$ cat src/rtl/mult_div_unit_if.sv
// Request/result bundle between the CPU datapath and the multiply/divide unit.
interface mult_div_unit_if #(
    parameter int unsigned WIDTH = 32
);
    logic             start;
    logic [1:0]       op;
    logic [WIDTH-1:0] src_a;
    logic [WIDTH-1:0] src_b;
    logic             hi_we;
    logic             lo_we;
    logic [WIDTH-1:0] wr_data;
    logic [WIDTH-1:0] hi;
    logic [WIDTH-1:0] lo;
    logic             busy;
    logic             done;

    modport master (
        output start, op, src_a, src_b, hi_we, lo_we, wr_data,
        input  hi, lo, busy, done
    );

    modport slave (
        input  start, op, src_a, src_b, hi_we, lo_we, wr_data,
        output hi, lo, busy, done
    );
endinterface

$ cat src/rtl/mult_div_unit.sv
// Iterative 32-step multiply/divide unit owning the MIPS HI/LO registers.
// Shift-add multiply, restoring divide, sign fix-up in a final cycle.
module mult_div_unit #(
    parameter int unsigned WIDTH = 32
) (
    input  logic           clock,
    input  logic           reset_n,
    mult_div_unit_if.slave bus
);
    localparam int unsigned DW = 2 * WIDTH;
    localparam int unsigned CW = $clog2(WIDTH);

    typedef enum logic [1:0] {IDLE, CALC, FIX} state_t;

    state_t           state_q, state_d;
    logic [WIDTH-1:0] a_q, a_d;       // multiplicand or divisor magnitude
    logic [DW-1:0]    p_q, p_d;       // {acc, multiplier} or {rem, quo}
    logic [CW-1:0]    cnt_q, cnt_d;
    logic             is_div_q, is_div_d;
    logic             neg_res_q, neg_res_d;
    logic             neg_rem_q, neg_rem_d;
    logic [WIDTH-1:0] hi_q, hi_d;
    logic [WIDTH-1:0] lo_q, lo_d;
    logic             busy_q, busy_d;
    logic             done_q, done_d;

    logic             signed_op;
    logic [WIDTH-1:0] mag_a, mag_b;
    logic [WIDTH:0]   sum;
    logic [WIDTH:0]   rem_s;
    logic [WIDTH-1:0] diff;
    logic             ge;
    logic [DW-1:0]    prod_fix;

    assign signed_op = ~bus.op[0];
    assign mag_a = (signed_op && bus.src_a[WIDTH-1]) ? (~bus.src_a) + WIDTH'(1) : bus.src_a;
    assign mag_b = (signed_op && bus.src_b[WIDTH-1]) ? (~bus.src_b) + WIDTH'(1) : bus.src_b;

    // One iteration of each algorithm; the FSM picks which result to keep.
    assign sum      = {1'b0, p_q[DW-1:WIDTH]} + {1'b0, a_q};
    assign rem_s    = p_q[DW-1:WIDTH-1];
    assign ge       = (rem_s >= {1'b0, a_q});
    assign diff     = rem_s[WIDTH-1:0] - a_q;
    assign prod_fix = neg_res_q ? (~p_q) + DW'(1) : p_q;

    always_ff @(posedge clock or negedge reset_n) begin
        if (!reset_n) begin
            state_q   <= IDLE;
            a_q       <= '0;
            p_q       <= '0;
            cnt_q     <= '0;
            is_div_q  <= 1'b0;
            neg_res_q <= 1'b0;
            neg_rem_q <= 1'b0;
            hi_q      <= '0;
            lo_q      <= '0;
            busy_q    <= 1'b0;
            done_q    <= 1'b0;
        end else begin
            state_q   <= state_d;
            a_q       <= a_d;
            p_q       <= p_d;
            cnt_q     <= cnt_d;
            is_div_q  <= is_div_d;
            neg_res_q <= neg_res_d;
            neg_rem_q <= neg_rem_d;
            hi_q      <= hi_d;
            lo_q      <= lo_d;
            busy_q    <= busy_d;
            done_q    <= done_d;
        end
    end

    always_comb begin
        state_d   = state_q;
        a_d       = a_q;
        p_d       = p_q;
        cnt_d     = cnt_q;
        is_div_d  = is_div_q;
        neg_res_d = neg_res_q;
        neg_rem_d = neg_rem_q;
        hi_d      = hi_q;
        lo_d      = lo_q;
        done_d    = 1'b0;

        case (state_q)
            IDLE: begin
                if (bus.start) begin
                    is_div_d  = bus.op[1];
                    cnt_d     = '0;
                    neg_res_d = signed_op & (bus.src_a[WIDTH-1] ^ bus.src_b[WIDTH-1]);
                    neg_rem_d = signed_op & bus.op[1] & bus.src_a[WIDTH-1];
                    if (bus.op[1] && (bus.src_b == '0)) begin
                        // Divide by zero: preload the fixed result and skip CALC.
                        p_d       = {bus.src_a, {WIDTH{1'b1}}};
                        neg_res_d = 1'b0;
                        neg_rem_d = 1'b0;
                        state_d   = FIX;
                    end else if (bus.op[1]) begin
                        a_d     = mag_b;
                        p_d     = {WIDTH'(0), mag_a};
                        state_d = CALC;
                    end else begin
                        a_d     = mag_a;
                        p_d     = {WIDTH'(0), mag_b};
                        state_d = CALC;
                    end
                end else begin
                    if (bus.hi_we) hi_d = bus.wr_data;
                    if (bus.lo_we) lo_d = bus.wr_data;
                end
            end
            CALC: begin
                if (is_div_q) begin
                    p_d = {(ge ? diff : rem_s[WIDTH-1:0]), p_q[WIDTH-2:0], ge};
                end else if (p_q[0]) begin
                    p_d = {sum, p_q[WIDTH-1:1]};
                end else begin
                    p_d = {1'b0, p_q[DW-1:1]};
                end
                cnt_d = cnt_q + CW'(1);
                if (cnt_q == CW'(WIDTH - 1)) state_d = FIX;
            end
            FIX: begin
                if (is_div_q) begin
                    lo_d = neg_res_q ? (~p_q[WIDTH-1:0]) + WIDTH'(1) : p_q[WIDTH-1:0];
                    hi_d = neg_rem_q ? (~p_q[DW-1:WIDTH]) + WIDTH'(1) : p_q[DW-1:WIDTH];
                end else begin
                    hi_d = prod_fix[DW-1:WIDTH];
                    lo_d = prod_fix[WIDTH-1:0];
                end
                done_d  = 1'b1;
                state_d = IDLE;
            end
            default: state_d = IDLE;
        endcase

        busy_d = (state_d != IDLE);
    end

    assign bus.hi   = hi_q;
    assign bus.lo   = lo_q;
    assign bus.busy = busy_q;
    assign bus.done = done_q;
endmodule

$ cat src/flat_wrapper.sv
// flat-port wrapper written by rule: the top's interface ports become plain ports
module mult_div_unit_flat 
#(
    parameter int unsigned WIDTH = 32
)
  (clock, reset_n, bus_start, bus_op, bus_src_a, bus_src_b, bus_hi_we, bus_lo_we, bus_wr_data, bus_hi, bus_lo, bus_busy, bus_done);
  mult_div_unit_if #(.WIDTH(WIDTH)) bus_i ();
  input  logic clock;
  input  logic reset_n;
  input wire logic [$bits(bus_i.start)-1:0] bus_start;
  input wire logic [$bits(bus_i.op)-1:0] bus_op;
  input wire logic [$bits(bus_i.src_a)-1:0] bus_src_a;
  input wire logic [$bits(bus_i.src_b)-1:0] bus_src_b;
  input wire logic [$bits(bus_i.hi_we)-1:0] bus_hi_we;
  input wire logic [$bits(bus_i.lo_we)-1:0] bus_lo_we;
  input wire logic [$bits(bus_i.wr_data)-1:0] bus_wr_data;
  output wire logic [$bits(bus_i.hi)-1:0] bus_hi;
  output wire logic [$bits(bus_i.lo)-1:0] bus_lo;
  output wire logic [$bits(bus_i.busy)-1:0] bus_busy;
  output wire logic [$bits(bus_i.done)-1:0] bus_done;
  assign bus_i.start = bus_start;
  assign bus_i.op = bus_op;
  assign bus_i.src_a = bus_src_a;
  assign bus_i.src_b = bus_src_b;
  assign bus_i.hi_we = bus_hi_we;
  assign bus_i.lo_we = bus_lo_we;
  assign bus_i.wr_data = bus_wr_data;
  assign bus_hi = bus_i.hi;
  assign bus_lo = bus_i.lo;
  assign bus_busy = bus_i.busy;
  assign bus_done = bus_i.done;
  mult_div_unit #(.WIDTH(WIDTH)) u_core (.clock(clock), .reset_n(reset_n), .bus(bus_i));
endmodule
$ cat config.mk
export PLATFORM = sky130hd
export DESIGN_NAME = mult_div_unit_flat
export DESIGN_NICKNAME = d
export VERILOG_FILES = /design/src/rtl/mult_div_unit_if.sv /design/src/rtl/mult_div_unit.sv /design/src/flat_wrapper.sv
export SDC_FILE = /design/constraint.sdc
export NUM_CORES = 1
export LEC_CHECK = 0
export CELL_PAD_IN_SITES_DETAIL_PLACEMENT = 1
export CELL_PAD_IN_SITES_GLOBAL_PLACEMENT = 1
export CORE_ASPECT_RATIO = 1.75
export CORE_UTILIZATION = 35
export CTS_CLUSTER_DIAMETER = 60
export CTS_CLUSTER_SIZE = 30
export DETAILED_ROUTE_END_ITERATION = 7
export GPL_TIMING_DRIVEN = 0
export PLACE_DENSITY_LB_ADDON = 0.1
export SYNTH_ARGS = -nofsm -noshare
export SYNTH_HDL_FRONTEND = slang
export SYNTH_SLANG_ARGS = --single-unit
$ cat constraint.sdc
create_clock -name clock -period 4.3 [get_ports clock]
set_input_delay 0.86 -clock clock [delete_from_list [all_inputs] [get_ports clock]]
set_output_delay 0.86 -clock clock [all_outputs]
set_load 0.05 [all_outputs]
After elaboration in Yosys (flattened, before gate mapping)
Cells that the tools add are included.
- add/sub/neg operators: 8
- $lt $le $gt $ge: 1
- eq/ne operators: 7
- multiplexer cells: 30
- bitwise logic cells: 11
- reductions and logical operators: 13
- operators by type and width (operator ; count):
    $mux W32 ; 13
    $mux W64 ; 5
    $add A32 B1 Y32 const B ; 4
    $not A32 Y32 ; 4
    $pmux W32 S2 ; 2
    $pmux W64 S2 ; 1
    $add A64 B1 Y64 const B ; 1
    $not A64 Y64 ; 1
    $add A32 B32 Y33 ; 1
    $ge A33 B32 Y1 ; 1
    $logic_not A32 Y1 ; 1
    $sub A32 B32 Y32 ; 1
    $pmux W5 S2 ; 1
    $reduce_and A3 Y1 ; 3
    $ne A2 B2 Y1 const B ; 4
    $mux W2 ; 3
    $reduce_bool A2 Y1 ; 3
    $add A5 B1 Y5 const B ; 1
    $eq A5 B5 Y1 const B ; 1
    $mux W5 ; 1
    $pmux W2 S2 ; 1
    $reduce_and A2 Y1 ; 2
    $and A1 B1 Y1 ; 3
    $logic_and A1 B1 Y1 ; 3
    6 further kinds ; 9
- flip-flop bits (word level): 172
- input port bits: 103
- output and inout port bits: 66
- logic and storage cells: 81

Longest topological paths before layout
Gate-level depths: netlist of run 1.
- word-level depth: 7
- depth in mapped cells: 14
- gate-level depth less buffers: 13

Least setup slack after synthesis of run 1
No wires, ideal clock.
- kind: register to register
- from: register u_core.p_q[32]
- to: register u_core.p_q[59]
- library setup time: 0.144 ns
- arrival: 2.954 ns
- required time: 4.156 ns
- path slack: 1.202 ns
- stages on the path, launching flop included: 11
- path buffers: 0
- clock period less this slack: 3.098 ns
- path through: dfrtp_1 ha_1 nor2b_1 o311a_1 nor4_1 nor2_1 a311o_1 a41o_1 or4b_1 a32oi_1 a22oi_1
- longest elaborated chain between the ends: 4
- elaborated cells on any way between the ends: 7
- classes of those cells: 2 x add/sub; 1 x order compare; 4 x mux
- ends and longest elaborated chain (what ; line ; source):
    from (decl) ; mult_div_unit.sv:17 ; logic [DW-1:0] p_q, p_d;
    from (signal assigned) ; mult_div_unit.sv:62 ; p_q <= p_d;
    $add A32 B32 Y33, or another cell as far along ; mult_div_unit.sv:40 ; assign sum = {1'b0, p_q[DW-1:WIDTH]} + {1'b0, a_q};
    $mux W64 or $mux W32 (tied branches) ; mult_div_unit.sv:116, mult_div_unit.sv:115 ;
    $mux W64 (*) ; mult_div_unit.sv:114 ; if (is_div_q) begin
    $pmux W64 S2 (*) ; mult_div_unit.sv:86 ; case (state_q)
Every way passes the cells marked *; elsewhere a longest branch is shown, timed or not.
A chain may end at the register's enable or synchronous reset.

Worst setup path after layout of run 1
- from: register u_core.a_q[7]
- to: register u_core.p_q[59]
- longest elaborated chain between the ends: 4
- elaborated cells on any way between the ends: 7
- classes of those cells: 2 x add/sub; 1 x order compare; 4 x mux
- ends and longest elaborated chain (what ; line ; source):
    from (decl) ; mult_div_unit.sv:16 ; logic [WIDTH-1:0] a_q, a_d;
    from (signal assigned) ; mult_div_unit.sv:49 ; a_q <= '0;
    from (signal assigned) ; mult_div_unit.sv:61 ; a_q <= a_d;
    $add A32 B32 Y33, or another cell as far along ; mult_div_unit.sv:40 ;
    $mux W64 or $mux W32 (tied branches) ; mult_div_unit.sv:116, mult_div_unit.sv:115 ;
    $mux W64 (*) ; mult_div_unit.sv:114 ;
    $pmux W64 S2 (*) ; mult_div_unit.sv:86 ;
Marks and branches as above.

==> results.tsv, run 1 <==
stage	metric	value	unit
floorplanning	die width	164	um
worst_setup_path	RR Startpoint	u_core.a_q[7]	
timing	Total Neg Setup Slack	-0.0197	ns
run_status	outcome	complete, but fails checks	
synthesis	gate count after technology mapping	2017	
worst_setup_path	Crit-path slowest cell	dfrtp_1	
synthesis	Top FF cell, synth	dfrtp_1	
grt	Global Route Usage Sum	37.9	%
synthesis	Seq cells post-synth	172	
power	Pwr Total	19.5	mW
synthesis	Yosys Warn Count	0	
timing	post-layout min period	4.32	ns
place	port bufs	167	
cts	Worst-path clk slew	0.08	ns
synthesis	commonest cells in the synthesized netlist	220 x nand2_1, 195 x o21ai_0, 172 x dfrtp_1	
power	Cell Pwr Density	1020	mW/mm^2
cts	total CTS buffers	17	
timing	Worst-Margin Slew	1.14	ns
floorplanning	core area	0.0451	mm^2
synthesis	number of synthesized flops with an enable pin	0	
worst_setup_path	worst r2r dst	u_core.p_q[59]	
timing	Fin. Hold Viols	0	
floorplanning	io pins	169	
detailed_routing	DR WL/cell	31.2	um
synthesis	top cell type by total area after synthesis	dfrtp_1	
floorplanning	die height	285	um
worst_setup_path	crit-path cells	inv_1, ha_1, and4_1, o311a_1, nor2_1, a2111oi_4, a211oi_2, nor2_1, buf_4, buf_6, nand4_1, a32oi_1, a22oi_1	
timing	clk_skew	0.0181	ns
detailed_routing	DRC violation count after routing	0	
cts	deepest clock path buffer count	2	
power	Switching Power	11.2	mW
worst_setup_path	Worst Reg-to-Reg Cells	13	
synthesis	Mapped Area	0.0160	mm^2
cells_and_area	Area Growth Syn to Fin	19.6	%
grt	vias in the first global route	18180	
cells_and_area	layout cells sized above 1	5.54	%
worst_setup_path	Critical Path End Type	register	
grt	GRT overflow	0	
cts	Skew-Pair Late Insertion Delay	0.48	ns
detailed_routing	detailed-router iteration count before antenna repair	5	
timing	Tcrit/Tclk final	100	%
worst_setup_path	Crit Path Class	register to register	
worst_setup_path	CP arrival	4.63	ns
detailed_routing	DR iter-0 viols	1249	
synthesis	Yosys top cell area share	26.9	%
detailed_routing	DRT antenna net count	0	
grt	global-route track usage on met1	38.2	%
hold_path	class of the worst hold path	input port to async pin	
worst_setup_path	CP Max Fanout	10	
detailed_routing	final WL	87400	um
grt	M3 GR Usage	4.63	%
timing	Setup WS post-layout	-0.0197	ns
detailed_routing	total number of vias	17487	
power	VDD IR max	0.436	mV
synthesis	top cells by area, synth	dfrtp_1 27%, o21ai_0 6.1%, mux2i_1 5.7%	
worst_setup_path	register-to-register setup slack	-0.02	ns
cts	CTS tree	done	
place	Placer Congestion	0.953	
power	Sw Share	57.2	%
worst_setup_path	CP peak stage delay	0.55	ns
power	Lkg Pwr	7.52	nW
grt	first-pass GRT wire length	125000	um
cells_and_area	Util after Layout	42.4	%
power	Clk pwr share	8.8	%
synthesis	synth unique cells	91	
place	Detailed Place HPWL	71000	um
power	logic gate share of total power	72.1	%
power	Internal	8.36	mW
synthesis	count leader, synth	nand2_1	
timing	Final Slew Violations	0	
grt	initial antenna violation count	1	
worst_setup_path	Most common cell on crit path	nor2_1	
floorplanning	Starting Density	35.4	%
worst_setup_path	startpoint types	register	
floorplanning	row cnt	103	
cells_and_area	Nets	2384	
grt	met2 GRT Util	67.8	%
timing	worst hold slack	0.323	ns
synthesis	ys async rst share	100	%
synthesis	Syn Nets	2192	
cts	clock root buffer	clkbuf_16	
flow_run	max-cap violations	0	
grt	largest net degree at the start of global routing	93	
detailed_routing	DR vias/cell	6.25	
timing	Max Fclk	0.231	GHz
cts	clk sinks	172	
synthesis	post-synthesis sequential area ratio	26.9	%
run_status	failing checks	negative setup slack	
worst_setup_path	worst path required time	4.61	ns
synthesis	Synth Area per Inst	7.92	um^2
cells_and_area	antenna diode count	0	
grt	grt peak-use layer	met2	
timing	final setup vio count	1	
power	sequential share of power	19.1	%
timing	max_slew headroom	23.6	%
floorplanning	DIE AREA	0.0465	mm^2
cts	H-tree Lvls	4	
how the worst max path moves through the flow:
stage                              start  slack [ns]                end  depth (start not counted)
after floorplan           u_core.p_q[32]        1.20     u_core.p_q[59]                         10
after global placement           reset_n       -5.56     u_core.a_q[23]                          1
after detailed placement   u_core.p_q[0]       -0.37  u_core.bus.hi[26]                         12
after CTS                 u_core.a_q[16]        0.08     u_core.p_q[59]                         14
after global routing      u_core.a_q[15]      -0.001     u_core.p_q[59]                         14
final                      u_core.a_q[7]       -0.02     u_core.p_q[59]                         13
cell families (layout without fill, tap and decap cells):
group           after synthesis  count (layout)  share of synthesized area, %
mux                         113             113                          7.25
fa+ha+maj                    72              72                          5.73
compound gates              672             672                          26.9
buf+inv                     202             407                          5.26
flops                       172             172                          26.9
simple gates                625             625                          19.1
xor+xnor                    161             161                          8.83
cell type report:
cell class,instances,area [um^2]
well taps,577,722
flip-flops and latches,172,4310
fillers,5515,26000
plain buffers,136,593
clock buffers,17,425
repair buffers,174,1750
multi-input cells,1643,10900
clock inverters,15,191
inverters,65,248
worst max-delay path, delay by kind of cell (launching register included):
family / cells / cell delay (ns)
AOI/OAI and AO/OA: 5 / 1.63
and+or+nand+nor: 4 / 0.92
adders and majority gates: 1 / 0.42
buffers and inverters: 3 / 0.62
DFF: 1 / 0.55
sequential cells by signal, summed over array words and instances (netlist names), 2 cells and up:
register        flops
u_core.p_q         64
u_core.bus.hi      32
u_core.cnt_q        5
u_core.state_q      2
u_core.bus.lo      32
u_core.a_q         32
power groups by stage:
stage          combinational (mW)  clock [mW]  sequential (mW)
3_3_place_gp                 13.6           0             3.69
3_5_place_dp                 13.7           0             3.72
4_1_cts                      13.8        1.72             3.69
5_1_grt                      15.1        1.77             3.79
6_report                     14.1        1.71             3.74
2_1_floorplan                8.27           0             4.16
layer usage:
metal	wire, um	up-vias	share of wire, %
met1	30200	8767	35
met4	8700	2	10
li1	-	7762	-
met3	3820	274	4.4
met5	16	-	0.018
met2	44700	682	51
cell usage in the layout, fill, tap and decap left out, types with 18 or more instances in the layout:
cell               n
nand2_1          220
o21ai_0          195
dfrtp_1          170
a21oi_1          168
clkdlybuf4s50_1  166
nor2_1           165
xnor2_1          102
clkbuf_1         100
mux2i_1           91
ha_1              70
inv_1             62
xor2_1            59
nor3_1            46
a211oi_1          37
nor2b_1           32
nand3_1           30
nand4_1           23
o31ai_1           23
a21o_1            22
mux2_2            22
o221ai_1          19
a22oi_1           18
per-stage QoR:
step                setup slack, ns  cell area, um^2  instances
floorplan                      1.20            16000       2017
global placement              -5.56            18400       2761
detailed placement           -0.371            18400       2762
CTS                          0.0831            19000       2794
global route               -0.00110            19100       2799
finish                      -0.0197            19100       2799
timing repair:
item | CTS | global route
gates resized for setup | 5 | 6
setup endpoints to repair | 19 | 14
buffers inserted | 0 | 6
hold buffers | 0 | 0
(Power assumes the default switching activity.)
==> inputs of run 2 (changes only) <==
Settings changed: CORE_ASPECT_RATIO 1.75 to not set.
==> run 2 against run 1 <==
The run now ends clean. Cell count grew 0.43%. Sequential power shrank 3%. Final area is essentially flat. Wire length shrank 6.8%. Global-route usage shrank 2.7 points. Sequential cell count is the same. Non-clock buffer count shrank 3. Critical path type unchanged.
==> results.tsv, run 2 (synthesis results as in run 1) <==
stage	metric	value	unit	change
power	Lkg Pwr	7.50	nW	was 7.52 nW
timing	Fin. Hold Viols	0		unchanged
worst_setup_path	register-to-register setup slack	0.05	ns	was -0.02 ns
cts	Worst-path clk slew	0.08	ns	about the same
detailed_routing	DR vias/cell	6.23		was 6.25
place	Placer Congestion	0.962		was 0.953
worst_setup_path	Critical Path End Type	register		unchanged
grt	initial antenna violation count	4		was 1
floorplanning	core area	0.0446	mm^2	was 0.0451 mm^2
power	Pwr Total	19.3	mW	was 19.5 mW
timing	post-layout min period	4.25	ns	was 4.32 ns
floorplanning	Starting Density	35.8	%	was 35.4%
cts	deepest clock path buffer count	2		unchanged
worst_setup_path	CP Launch Point	u_core.p_q[32]		was u_core.a_q[7]
timing	Final Slew Violations	0		unchanged
power	VDD IR max	0.460	mV	was 0.436 mV
grt	vias in the first global route	17670		was 18180
worst_setup_path	RR Startpoint	u_core.p_q[32]		was u_core.a_q[7]
detailed_routing	final WL	81500	um	was 87400 um
cells_and_area	antenna diode count	0		unchanged
timing	unrepaired setup endpoints after global routing	no		
timing	max_slew headroom	23.8	%	was 23.6%
run_status	outcome	finished clean		was complete, but fails checks
worst_setup_path	Crit Path Class	register to register		unchanged
floorplanning	DIE AREA	0.0465	mm^2	about the same
grt	first-pass GRT wire length	120000	um	was 125000 um
power	Clk pwr share	8.8	%	about the same
detailed_routing	detailed-router iteration count before antenna repair	7		was 5
floorplanning	io pins	169		unchanged
floorplanning	die height	216	um	was 285 um
cells_and_area	layout cells sized above 1	5.27	%	was 5.54%
timing	Total Neg Setup Slack	0	ns	was -0.0197 ns
detailed_routing	DR WL/cell	29.0	um	was 31.2 um
worst_setup_path	CP arrival	4.67	ns	was 4.63 ns
cells_and_area	most common cell after layout, fill and taps aside	nand2_1		unchanged
detailed_routing	total number of vias	17511		was 17487
timing	Tcrit/Tclk final	98.8	%	was 100%
timing	clk_skew	0.0157	ns	was 0.0181 ns
worst_setup_path	worst r2r dst	u_core.p_q[56]		was u_core.p_q[59]
detailed_routing	DRC violation count after routing	0		unchanged
worst_setup_path	CP peak stage delay	0.60	ns	was 0.55 ns
worst_setup_path	crit-path cells	ha_1, nor2b_1, o311a_1, nor2_1, a2111oi_4, a211oi_4, nor2_2, buf_2, o311ai_0, a31o_2, o21ai_0		was inv_1, ha_1, and4_1, o311a_1, nor2_1, a2111oi_4, a211oi_2, nor2_1, buf_4, buf_6, nand4_1, a32oi_1, a22oi_1
worst_setup_path	Worst Reg-to-Reg Cells	11		was 13
cts	Skew-Pair Late Insertion Delay	0.51	ns	was 0.48 ns
cts	total CTS buffers	17		unchanged
cells_and_area	Nets	2381		was 2384
cells_and_area	number of fill cells	5494		was 5515
power	Internal	8.38	mW	was 8.36 mW
floorplanning	die width	216	um	was 164 um
cells_and_area	multi-input logic area	0.0109	mm^2	about the same
detailed_routing	DRT antenna net count	0		unchanged
power	Switching Power	10.9	mW	was 11.2 mW
cells_and_area	max FFs per register	64		unchanged
cts	clk sinks	172		unchanged
worst_setup_path	CP endpoint	u_core.p_q[56]		was u_core.p_q[59]
power	sequential share of power	18.9	%	was 19.1%
cells_and_area	Biggest register	u_core.p_q		unchanged
detailed_routing	DR iter-0 viols	1688		was 1249
cells_and_area	most frequent cells in the layout	220 x nand2_1, 195 x o21ai_0, 172 x dfrtp_1		was 220 x nand2_1, 195 x o21ai_0, 170 x dfrtp_1
grt	Global Route Usage Sum	35.2	%	was 37.9%
floorplanning	row cnt	77		was 103
worst_setup_path	CP Max Fanout	10		unchanged
cells_and_area	Area Growth Syn to Fin	19.6	%	about the same
cts	H-tree Lvls	4		unchanged
cts	hold_buf cts	0		unchanged
cts	clock root buffer	clkbuf_16		unchanged
place	port bufs	167		unchanged
timing	final setup vio count	0		was 1
timing	Worst-Margin Slew	1.13	ns	was 1.14 ns
cts	CTS tree	done		unchanged
timing	worst hold slack	0.106	ns	was 0.323 ns
cells_and_area	FF/Latch Area	0.00430	mm^2	was 0.00431 mm^2
power	logic gate share of total power	72.4	%	was 72.1%
power	Sw Share	56.6	%	was 57.2%
worst_setup_path	worst path required time	4.72	ns	was 4.61 ns
flow_run	max-cap violations	0		unchanged
place	Detailed Place HPWL	65800	um	was 71000 um
hold_path	class of the worst hold path	input port to async pin		unchanged
grt	GRT overflow	0		unchanged
timing	Max Fclk	0.235	GHz	was 0.231 GHz
worst_setup_path	startpoint types	register		unchanged
power	Cell Pwr Density	1010	mW/mm^2	was 1020 mW/mm^2
worst_setup_path	Crit-path slowest cell	a2111oi_4		was dfrtp_1
grt	largest net degree at the start of global routing	108		was 93
run 2: through the flow:
step | cell area, um^2 | worst slack [ns] | std cells | utilization [%]
floorplan | 16000 | 1.20 | 2017 | -
global placement | 18400 | -5.61 | 2776 | 41.2
detailed placement | 18400 | -0.383 | 2778 | 41.4
CTS | 19100 | 0.00576 | 2809 | 42.7
global route | 19100 | 0.0198 | 2811 | 42.8
finish | 19100 | 0.0534 | 2811 | 42.8
run 2: worst min-delay path by stage:
stage / from / to / slack (ns) / depth (start not counted)
after floorplan: u_core.cnt_q[3] / u_core.cnt_q[3] / 0.45 / 1
after global placement: u_core.bus.hi[4] / u_core.bus.hi[4] / 0.47 / 2
after detailed placement: u_core.bus.hi[31] / u_core.bus.hi[31] / 0.47 / 2
after CTS: reset_n / u_core.a_q[17] / 0.08 / 1
after global routing: reset_n / u_core.a_q[17] / 0.09 / 1
final: reset_n / u_core.a_q[17] / 0.11 / 1
run 2: metal layers:
| layer | global-route usage, % | up-vias | share of wire [%] |
|---|---|---|---|
| li1 | - | 7768 | - |
| met1 | 49.0 | 8847 | 46 |
| met2 | 53.1 | 753 | 43 |
| met3 | 6.91 | 141 | 7.4 |
| met4 | 14.1 | 2 | 3.7 |
| met5 | 0 | - | 0.016 |
run 2: area by class of cell:
type                            instances  area share (%)
Clock inverter                         14           0.819
Inverter                               65            1.30
Buffer                                136            3.10
Clock buffer                           18            2.30
Sequential cell                       172            22.5
Multi-Input combinational cell       1643            56.9
Tap cell                              592            3.88
Timing Repair Buffer                  171            9.14
run 2: power by group through the flow:
stage / sequential, mW / combinational [mW] / clock (mW)
global route: 3.69 / 15.0 / 1.76
finish: 3.64 / 14.0 / 1.69
global placement: 3.58 / 13.4 / 0
detailed placement: 3.60 / 13.6 / 0
CTS: 3.57 / 13.7 / 1.70
floorplan: 4.16 / 8.27 / 0
run 2: what timing repair did:
action / in CTS / in global routing
buffers inserted: 0 / 2
gates resized for setup: 2 / 5
hold endpoints to repair: 0 / 0
pin swaps: 0 / 1
setup endpoints to repair: 28 / 34
run 2: critical path: cells and delay by family (launching register included):
family | cells | cell delay [ns]
adders and majority gates | 1 | 0.42
AOI/OAI and AO/OA | 6 | 2.01
DFF | 1 | 0.58
buffers and inverters | 1 | 0.34
and+or+nand+nor | 3 | 0.79
==> inputs of run 3 (changes only) <==
Settings changed: CORE_MARGIN set to 4.
==> run 3 against run 2 <==
Clock skew down 0.0038 ns. Non-clock buffer count is 1 lower. Global-route usage down 2.9 points. Die area is 5.6% higher. Core utilization down 0.60 points. Final area barely moved. Sequential power about the same. Cell count rose by 0.25%. Worst setup slack worse by 0.0078 ns. Critical endpoint is now u_core.p_q[18]. Highest routed layer is now met4.
==> results.tsv, run 3 (synthesis results as in run 1) <==
stage	metric	value	unit	change
run_status	outcome	finished clean		unchanged
cts	hold_buf cts	0		unchanged
cells_and_area	antenna diode count	0		unchanged
timing	Worst-Margin Slew	1.14	ns	was 1.13 ns
detailed_routing	DRC violation count after routing	0		unchanged
cells_and_area	layout cells sized above 1	5.28	%	was 5.27%
hold_path	class of the worst hold path	input port to async pin		unchanged
timing	max_slew headroom	24.0	%	was 23.8%
floorplanning	row cnt	78		was 77
grt	vias in the first global route	17131		was 17670
place	placed cells	2785		was 2778
detailed_routing	DR vias/cell	6.11		was 6.23
timing	Fin. Hold Viols	0		unchanged
worst_setup_path	Critical Path End Type	register		unchanged
power	VDD IR max	0.455	mV	was 0.460 mV
place	port bufs	167		unchanged
cells_and_area	Finished Layout Cells	2818		was 2811
cells_and_area	number of fill cells	5518		was 5494
cts	Worst-path clk slew	0.07	ns	was 0.08 ns
detailed_routing	DRT antenna net count	0		unchanged
floorplanning	Starting Density	35.3	%	was 35.8%
detailed_routing	DR iter-0 viols	1836		was 1688
grt	initial antenna violation count	5		was 4
timing	Final Slew Violations	0		unchanged
timing	final setup vio count	0		unchanged
floorplanning	die width	222	um	was 216 um
detailed_routing	total number of vias	17214		was 17511
cells_and_area	max FFs per register	64		unchanged
cts	clock root buffer	clkbuf_16		unchanged
place	Placer Congestion	0.980		was 0.962
cells_and_area	Nets	2380		was 2381
cells_and_area	Util after Layout	42.2	%	was 42.8%
cells_and_area	Biggest register	u_core.p_q		unchanged
floorplanning	io pins	169		unchanged
cts	Skew-Pair Late Insertion Delay	0.48	ns	was 0.51 ns
power	Lkg Pwr	7.51	nW	was 7.50 nW
cells_and_area	FF/Latch Area	0.00430	mm^2	unchanged
grt	largest net degree at the start of global routing	93		was 108
cells_and_area	most frequent cells in the layout	220 x nand2_1, 195 x o21ai_0, 172 x dfrtp_1		unchanged
place	Detailed Place HPWL	66200	um	was 65800 um
cts	total CTS buffers	17		unchanged
worst_setup_path	CP Max Fanout	6		was 10
cells_and_area	most common cell after layout, fill and taps aside	nand2_1		unchanged
detailed_routing	final WL	82000	um	was 81500 um
cts	H-tree Lvls	4		unchanged
worst_setup_path	worst path required time	4.72	ns	about the same
grt	GRT overflow	0		unchanged
floorplanning	DIE AREA	0.0491	mm^2	was 0.0465 mm^2
worst_setup_path	CP arrival	4.67	ns	about the same
cells_and_area	multi-input logic area	0.0109	mm^2	about the same
worst_setup_path	startpoint types	input port		was register
floorplanning	die height	222	um	was 216 um
flow_run	max-cap violations	0		unchanged
timing	Max Fclk	0.235	GHz	about the same
cts	deepest clock path buffer count	2		unchanged
timing	post-layout min period	4.25	ns	about the same
power	Cell Pwr Density	1020	mW/mm^2	was 1010 mW/mm^2
detailed_routing	detailed-router iteration count before antenna repair	6		was 7
cts	clk sinks	172		unchanged
grt	Global Route Usage Sum	32.3	%	was 35.2%
detailed_routing	DR WL/cell	29.1	um	was 29.0 um
floorplanning	core area	0.0453	mm^2	was 0.0446 mm^2
worst_setup_path	Crit Path Class	input port to register		was register to register
timing	unrepaired setup endpoints after global routing	no		unchanged
cells_and_area	Area Growth Syn to Fin	19.7	%	was 19.6%
timing	Tcrit/Tclk final	98.9	%	was 98.8%
timing	clk_skew	0.0119	ns	was 0.0157 ns
grt	first-pass GRT wire length	120000	um	about the same
cts	CTS tree	done		unchanged
-- run 3: per-layer routing --
layer	part of all wire (%)	wire length, um	global-route usage [%]
met1	45	37200	46.3
met2	45	37200	51.4
met3	6.7	5510	4.70
met4	2.5	2040	8.40
met5	0	0	0
-- run 3: per-stage QoR --
| step | instance area [um^2] | hold slack (ns) | setup slack [ns] | power [mW] | TNS (ns) |
|---|---|---|---|---|---|
| final | 19100 | 0.326 | 0.0455 | 19.4 | 0 |
| after global routing | 19100 | 0.402 | 0.0463 | 20.6 | 0 |
| after CTS | 19100 | 0.388 | 0.0600 | 19.1 | 0 |
| after detailed placement | 18400 | 0.471 | -0.372 | 17.2 | -3.24 |
| after global placement | 18400 | 0.463 | -5.48 | 17.0 | -939.96 |
| after floorplan | 16000 | 0.449 | 1.20 | 12.4 | 0 |
-- run 3: power breakdown --
group	internal, mW	leakage [nW]	switching (mW)
logic	5.05	5.12	9.01
registers	2.45	2.08	1.19
clock network	0.982	0.311	0.775
total	8.48	7.51	11.0
-- run 3: timing repair --
item                       4_1_cts  5_1_grt
gates cloned                     0        0
pin swaps                        0        1
buffers inserted                 0        2
setup endpoints to repair       16       34
gates resized for setup          2        7
-- run 3: worst max-delay path, cell delays in order --
cell and delay [ns]:
clkdlybuf4s50_1 0.70, or4_1 0.70, nor4_2 0.44, nand3_1 0.33
nor2_1 0.32, nor2_1 0.09, xnor2_1 0.20, a221oi_1 0.77
o22a_1 0.26
-- run 3: path summary, 6_finish.rpt --
| path | startpoint | to | slack, ns | cells past startpoint |
|---|---|---|---|---|
| hold reg to reg | u_core.bus.hi[26] | u_core.bus.hi[26] | 0.48 | 2 |
| min in group clock | u_core.bus.hi[26] | u_core.bus.hi[26] | 0.48 | 2 |
| setup / recovery | bus_src_a[2] | u_core.p_q[18] | 0.05 | 9 |
| hold / removal | reset_n | u_core.bus.hi[16] | 0.33 | 1 |
| setup reg to reg | u_core.p_q[32] | u_core.p_q[59] | 0.16 | 12 |
| max in group asynchronous | reset_n | u_core.p_q[17] | 3.02 | 2 |
-- run 3: final cells by class --
class / instances / area share (%)
buffer: 136 / 3.10
clock buffer: 17 / 2.22
clock inverter: 15 / 1.08
inverter: 65 / 1.28
multi-input combinational: 1643 / 56.9
sequential: 172 / 22.5
tap: 600 / 3.93
timing repair buffer: 170 / 8.99
